===== config.mk =====
export PLATFORM = sky130hd
export DESIGN_NAME = k68_sasc_arb
export DESIGN_NICKNAME = d
export VERILOG_FILES = /design/src/rtl/k68_sasc_arb.sv
export SDC_FILE = /design/constraint.sdc
export NUM_CORES = 1
export LEC_CHECK = 0
export ABC_AREA = 0
export CORE_ASPECT_RATIO = 1.4
export CORE_MARGIN = 2
export CORE_UTILIZATION = 48
export DETAILED_ROUTE_END_ITERATION = 10
export PLACE_DENSITY = 0.87
export SYNTH_ARGS = -nofsm -noshare
export SYNTH_HDL_FRONTEND = slang
export SYNTH_SLANG_ARGS = --single-unit
export TNS_END_PERCENT = 50

===== constraint.sdc =====
create_clock -name clk_i -period 3.1 [get_ports clk_i]
set_input_delay 0.775 -clock clk_i [delete_from_list [all_inputs] [get_ports clk_i]]
set_output_delay 0.775 -clock clk_i [all_outputs]
set_load 0.005 [all_outputs]

===== src/rtl/k68_sasc_arb.sv =====
// Round-robin two-port arbiter in front of the SASC UART register port.
// It also polls STATUS in hardware before accessing the DATA register.
// Latency: unguarded write acks in cycle 2 and unguarded read in cycle 3. Each STATUS poll adds 2 cycles.
// Backpressure: a requester holds req until its ack. A port that loses arbitration waits with no side effects.

`ifndef k68_UART_ADR_DATA
`define k68_UART_ADR_DATA 16'h0000
`endif
`ifndef k68_UART_ADR_STATUS
`define k68_UART_ADR_STATUS 16'h0001
`endif

module k68_sasc_arb #(
    parameter logic [15:0] ADR_DATA   = `k68_UART_ADR_DATA,
    parameter logic [15:0] ADR_STATUS = `k68_UART_ADR_STATUS,
    parameter int unsigned POLL_LIMIT = 255
) (
    input  logic        clk_i,
    input  logic        nrst,
    input  logic        m0_req_i,
    input  logic        m0_we_i,
    input  logic [15:0] m0_add_i,
    input  logic [7:0]  m0_dat_i,
    output logic        m0_ack_o,
    output logic        m0_err_o,
    output logic [7:0]  m0_dat_o,
    input  logic        m1_req_i,
    input  logic        m1_we_i,
    input  logic [15:0] m1_add_i,
    input  logic [7:0]  m1_dat_i,
    output logic        m1_ack_o,
    output logic        m1_err_o,
    output logic [7:0]  m1_dat_o,
    output logic        u_cs_o,
    output logic        u_we_o,
    output logic [15:0] u_add_o,
    output logic [7:0]  u_dat_o,
    input  logic [7:0]  u_dat_i,
    output logic [1:0]  grant_o
);

    localparam logic [7:0] LIMIT = 8'(POLL_LIMIT);

    typedef enum logic [2:0] {
        S_IDLE, S_POLL, S_CHECK, S_ACCESS, S_RDATA, S_DONE
    } state_t;

    state_t      state_q, state_d;
    logic        own_q, own_d;       // 0 = m0, 1 = m1
    logic [1:0]  grant_q, grant_d;
    logic        we_q, we_d;
    logic [15:0] add_q, add_d;
    logic [7:0]  wdat_q, wdat_d;
    logic [7:0]  cnt_q, cnt_d;
    logic        err_q, err_d;
    logic        last_q, last_d;     // last-served port
    logic [7:0]  rd0_q, rd0_d;
    logic [7:0]  rd1_q, rd1_d;

    // Arbitration winner: with both requesting, the port not served last wins.
    logic        sel;
    logic [15:0] sel_add;
    logic        fifo_ok;

    // State and datapath registers; reset aborts any transaction in flight.
    always_ff @(posedge clk_i or negedge nrst) begin
        if (!nrst) begin
            state_q <= S_IDLE;
            own_q   <= 1'b0;
            grant_q <= 2'b00;
            we_q    <= 1'b0;
            add_q   <= 16'h0000;
            wdat_q  <= 8'h00;
            cnt_q   <= 8'h00;
            err_q   <= 1'b0;
            last_q  <= 1'b1;
            rd0_q   <= 8'h00;
            rd1_q   <= 8'h00;
        end else begin
            state_q <= state_d;
            own_q   <= own_d;
            grant_q <= grant_d;
            we_q    <= we_d;
            add_q   <= add_d;
            wdat_q  <= wdat_d;
            cnt_q   <= cnt_d;
            err_q   <= err_d;
            last_q  <= last_d;
            rd0_q   <= rd0_d;
            rd1_q   <= rd1_d;
        end
    end

    // Next-state and datapath updates for the access sequencer.
    always_comb begin
        state_d = state_q;
        own_d   = own_q;
        grant_d = grant_q;
        we_d    = we_q;
        add_d   = add_q;
        wdat_d  = wdat_q;
        cnt_d   = cnt_q;
        err_d   = err_q;
        last_d  = last_q;
        rd0_d   = rd0_q;
        rd1_d   = rd1_q;

        sel     = (m0_req_i && m1_req_i) ? ~last_q : m1_req_i;
        sel_add = sel ? m1_add_i : m0_add_i;
        // A write needs a TX FIFO that is not full (bit1). A read needs an RX FIFO that is not empty (bit0).
        fifo_ok = we_q ? ~u_dat_i[1] : ~u_dat_i[0];

        case (state_q)
            S_IDLE: begin
                if (m0_req_i || m1_req_i) begin
                    own_d   = sel;
                    grant_d = sel ? 2'b10 : 2'b01;
                    we_d    = sel ? m1_we_i : m0_we_i;
                    add_d   = sel_add;
                    wdat_d  = sel ? m1_dat_i : m0_dat_i;
                    err_d   = 1'b0;
                    if (sel_add == ADR_DATA) begin
                        cnt_d   = 8'h00;
                        state_d = S_POLL;
                    end else begin
                        state_d = S_ACCESS;
                    end
                end
            end
            S_POLL: begin
                cnt_d   = cnt_q + 8'h01;
                state_d = S_CHECK;
            end
            S_CHECK: begin
                if (fifo_ok) begin
                    state_d = S_ACCESS;
                end else if (cnt_q == LIMIT) begin
                    err_d   = 1'b1;
                    state_d = S_DONE;
                    if (!we_q) begin
                        if (own_q) rd1_d = 8'h00;
                        else       rd0_d = 8'h00;
                    end
                end else begin
                    state_d = S_POLL;
                end
            end
            S_ACCESS: begin
                state_d = we_q ? S_DONE : S_RDATA;
            end
            S_RDATA: begin
                if (own_q) rd1_d = u_dat_i;
                else       rd0_d = u_dat_i;
                state_d = S_DONE;
            end
            S_DONE: begin
                last_d  = own_q;
                grant_d = 2'b00;
                state_d = S_IDLE;
            end
            default: state_d = S_IDLE;
        endcase
    end

    // UART strobes are decoded from state, so an async reset drops cs at once.
    assign u_cs_o   = (state_q == S_POLL) || (state_q == S_ACCESS);
    assign u_we_o   = (state_q == S_ACCESS) && we_q;
    assign u_add_o  = (state_q == S_POLL)   ? ADR_STATUS :
                      (state_q == S_ACCESS) ? add_q : 16'h0000;
    assign u_dat_o  = ((state_q == S_ACCESS) && we_q) ? wdat_q : 8'h00;

    assign m0_ack_o = (state_q == S_DONE) && !own_q;
    assign m1_ack_o = (state_q == S_DONE) &&  own_q;
    assign m0_err_o = m0_ack_o && err_q;
    assign m1_err_o = m1_ack_o && err_q;
    assign m0_dat_o = rd0_q;
    assign m1_dat_o = rd1_q;
    assign grant_o  = grant_q;

endmodule

Word-level counts from Yosys, hierarchy flattened. Cells that the tools add are included. Widths: inputs -> output; s select.

Register bits: 57. Input port bits: 62. Output and inout port bits: 48. Logic and storage cells: 87.

Add/sub/neg operators: 1. Equal/unequal tests: 15. Mux-type cells: 36. Bitwise logic cells: 3. Reductions and logical operators: 21.

Operator list (count): $mux 8 (14); $mux 16 (3); $pmux 8 s2 (3); $ne 2x2->1 const B (9); $logic_not 16->1 (1); $pmux 3 s5 (1); $reduce_and 6->1 (2); $mux 3 (3); $add 8x1->8 const B (1); $eq 8x8->1 const B (1); $reduce_bool 2->1 (4); $mux 1 (7); $eq 3x2->1 const B (2); $eq 3x3->1 const B (2); $logic_and 1x1->1 (6); $mux 2 (3); $pmux 2 s2 (1); $reduce_and 2->1 (2); $reduce_and 4->1 (1); $eq 3x1->1 const B (1); $logic_not 3->1 (1); $not 1->1 (3); $reduce_and 3->1 (1); $logic_or 1x1->1 (2); other kinds (2) (2).

Depth between registers and ports, before layout. Gate-level depths: netlist of the first run.

Depth in word-level cells: 7. Depth in mapped cells: 7. Mapped depth without buffers: 5.

Worst setup path after synthesis of the first run. OpenSTA, ideal clock, no wires.

Kind: register -> output. From: reg state_q[2]. To: out u_add_o[0]. Data arrival time: 1.311 ns. Required time: 2.325 ns. Slack: 1.014 ns. Stages on the path, launching flop included: 6. Buffers on the path: 3. Cells stage by stage: dfrtp_1 buf_2 nor2b_1 clkbuf_1 clkbuf_1 a21boi_0.

Cells in the longest elaborated chain, start to end: 3. Elaborated cells between the ends (all ways): 4. Those cells by class: 2 x eq/ne; 2 x mux.

Ends and longest elaborated chain: start, declared (line 48) `state_t state_q, state_d;`; start signal, assigned (line 80) `state_q <= state_d;`; $eq 3x2->1 (line 169) `(state_q == S_ACCESS) ? add_q : 16'h0000;`; $mux 16 (line 169); $mux 16 * (line 168) `assign u_add_o = (state_q == S_POLL) ? ADR_STATUS :`; end, declared (line 36) `output logic [15:0] u_add_o,`.

Every way passes the cells marked *; elsewhere a longest branch is shown, timed or not.

Final worst setup path of the first run.
From: reg state_q[0]. To: out u_dat_o[1].

Cells in the longest elaborated chain, start to end: 3.

Ends and longest elaborated chain: $eq 3x2->1 (line 170) `assign u_dat_o = ((state_q == S_ACCESS) && we_q) ? wdat_q : 8'h00;`; $logic_and 1x1->1 (line 170); $mux 8 (line 170); end, declared (line 37) `output logic [7:0] u_dat_o,`.

Every way passes these cells.

==> results of run 1 <==
==> per-layer routing <==
| layer | vias up | track usage, % |
|---|---|---|
| met5 | - | 0 |
| met4 | 0 | 8.49 |
| met3 | 8 | 6.74 |
| met2 | 119 | 45.5 |
| met1 | 1286 | 28.3 |
| li1 | 1286 | - |
==> state kept, by name, indices dropped and copies added, names as in the netlist, 2 cells and up <==
signal / count
wdat_q: 8
state_q: 3
grant_o: 2
m0_dat_o: 8
m1_dat_o: 8
cnt_q: 8
add_q: 16
==> worst paths after layout <==
kind	start	endpoint	slack, ns	cells after the start
max reg2reg	state_q[1]	cnt_q[1]	0.94	5
max in group asynchronous	nrst	m0_dat_o[0]	2.01	2
min in group clk_i	add_q[1]	add_q[1]	0.48	2
max	state_q[0]	u_dat_o[1]	0.21	4
min reg2reg	add_q[1]	add_q[1]	0.48	2
min	nrst	state_q[1]	0.40	1
==> area by class of cell <==
class                   instances  area [um2]
fillers                       447        1570
inverters                      13        48.8
clock inverters                 5         103
multi-input cells             211        1360
well taps                      70        87.6
clock buffers                  11         141
flip-flops and latches         57        1430
repair buffers                115        1130
==> critical path, stage by stage (launching register included) <==
cell             delay [ns]
dfrtp_1                0.53
nor2b_1                0.21
and2_1                 0.29
and3_1                 0.20
clkdlybuf4s50_1        0.53
==> cell families after synthesis <==
group | count (synthesis)
flops | 57
compound gates | 70
mux | 27
fa+ha+maj | 1
simple gates | 111
xor+xnor | 2
buf+inv | 30
==> cells in the final DEF (no fill, tap or decap), types with 3 or more instances in the layout <==
cell type / instances
clkdlybuf4s50_1: 108
dfrtp_1: 56
nand2_1: 38
and3_1: 27
mux2i_1: 26
o21ai_1: 21
o21ai_0: 17
inv_1: 13
nor2_1: 10
clkbuf_8: 10
nor4_1: 8
a22o_1: 8
buf_4: 6
nand4_1: 4
a22oi_1: 4
a31oi_1: 4
a21oi_1: 4
nor3_1: 3
a21o_1: 3
bufinv_16: 3
==> power by group <==
group	total (mW)	switching (mW)	internal (mW)
Sequential	1.39	0.288	1.10
Combinational	1.51	0.697	0.809
Clock	0.858	0.303	0.555
Total	3.75	1.29	2.46
==> per-stage QoR <==
step | cell area [um2] | setup slack (ns) | hold WS (ns)
finish | 4300 | 0.213 | 0.402
global route | 4300 | 0.0892 | 0.435
CTS | 4300 | 0.137 | 0.404
detailed placement | 4050 | 0.509 | 0.465
global placement | 4050 | 0.494 | 0.454
floorplan | 2930 | 1.01 | 0.442
==> repair_timing <==
item,CTS,global route
endpoints found under the setup margin,0,1
hold endpoints to repair,0,0
hold buffers,0,0
resized for setup,0,1
==> summary.txt, run 1 <==
Synth
  • Post-Synth Simple-Gate Area: 20.7%
  • Synth Area in Compound Gates: 14.9%
  • Ys flop type: dfrtp_1
  • Top cell type's share of synthesized area: 47.9%
  • Post-Synthesis Cells: 298
  • Synth warnings: 0
  • Top post-synthesis cells by area: dfrtp_1, mux2i_1, and3_1
  • Post-synth EDFFs: 0
  • Cell accounting for the most synthesized area: dfrtp_1
  • Post-Synth Adder-Cell Area: 0.428%
  • Library cell with the highest instance count after synthesis: dfrtp_1
  • Post-synthesis xor/xnor area fraction: 0.599%
  • Syn Std Cell Area: 2930 um2
  • Most frequent cells after synthesis: dfrtp_1, nand2_1, and3_1, mux2i_1, o21ai_1
  • Syn Nets: 361
  • Avg Cell Area, Syn: 9.82 um2
  • Largest family of logic cells by synthesized area: simple AND/OR/NAND/NOR gates
  • Post-synthesis cell type count: 46
  • Mux contribution to synthesized area: 9.28%
  • Post-synth ARST share: 100%
  • Sequential cell area fraction in the yosys report: 48.8%
  • Synth Register Bits: 57

Power and ir drop
  • Pwr per Cell Area: 873 nW/um2
  • Leak: 1.96 nW
  • Worst VDD drop: 0.000453 V
  • Final Total Pwr: 3.75 mW

Global route
  • Initial antenna violation count: 0
  • GRT Util Overall: 24.9%
  • Remaining Overflow, GRT: 0
  • Number of global-route vias before repair: 2771
  • First-pass GRT wire length: 13200 um
  • Largest net degree at the start of global routing: 59

Timing
  • Crit share post-route: 93.1%
  • Worst Tran Pin Value: 0.563 ns
  • Slew Limit Fails: 0
  • Final hold viol count: 0
  • # setup viols final: 0
  • Setup TNS: 0 ns
  • Unrepaired setup endpoints after global routing: false
  • Fmax achieved: 346 MHz
  • Rel. slew slack: 62.4%
  • Min cycle time layout: 2.89 ns
  • Skew final: 0.00899 ns

Clocking
  • Num CTS Buffers: 9
  • Clock root cell: clkbuf_8
  • CTS tree: built
  • Clk buf depth: 2
  • Clk_lat worst skew: 0.34 ns
  • Postcts setup bufs: 0
  • Htree depth: 3
  • Reg clk slew, reported paths: 0.07 ns
  • Clk sinks: 57

Floorplanning
  • Core area: 5860 um2
  • Die X: 70.0 um
  • Die area: 6740 um2
  • Ports: 110
  • Rows: 33
  • Die Height: 96.4 um
  • Initial Util: 49.9%

Placed design
  • Final HPWL DP: 5830 um
  • PortBufs: 109
  • Gpl congestion: 0.835
  • Dpl cells: 466

Cells and area
  • Final Net Count: 470
  • Share of layout cells above drive strength 1: 8.74%
  • Ant diodes: 0
  • Final Util: 73.3%
  • Layout Cells excl Fill: 482
  • Layout area overhead: 46.8%

Route
  • Via density: 5.60
  • Post-Route WL: 8040 um
  • Via count: 2699
  • Iter 0 DRT Violations: 156
  • Drc violations: 0
  • Routed Antenna Nets: 0
  • Top Metal Used: met4
  • Metal3 WL: 525 um
  • WL per Instance: 16.7 um
  • DRT Pass-1 Iters: 4
  • M1 WL: 3140 um
  • WL met2: 4280 um

Worst setup path
  • Critical Path RT: 2.32 ns
  • Crit-path max FO: 11
  • Critical path type: flop to output pin
  • CP Capture Type: output pin
  • Crit path arrival time: 2.11 ns
  • CP startpoint kind: flop

Worst hold path
  • Worst hold-check path type: input port to async pin

Status
  • Status: finished, final reports clean

Flow run
  • Max cap viols: 0
Power figures use the tool's default switching activity.
==> inputs of run 2 (changes only) <==
ABC_AREA = not set   (was 0)
==> results of run 2 <==
No change in the layout: final DEF, timing and power equal those of run 1.
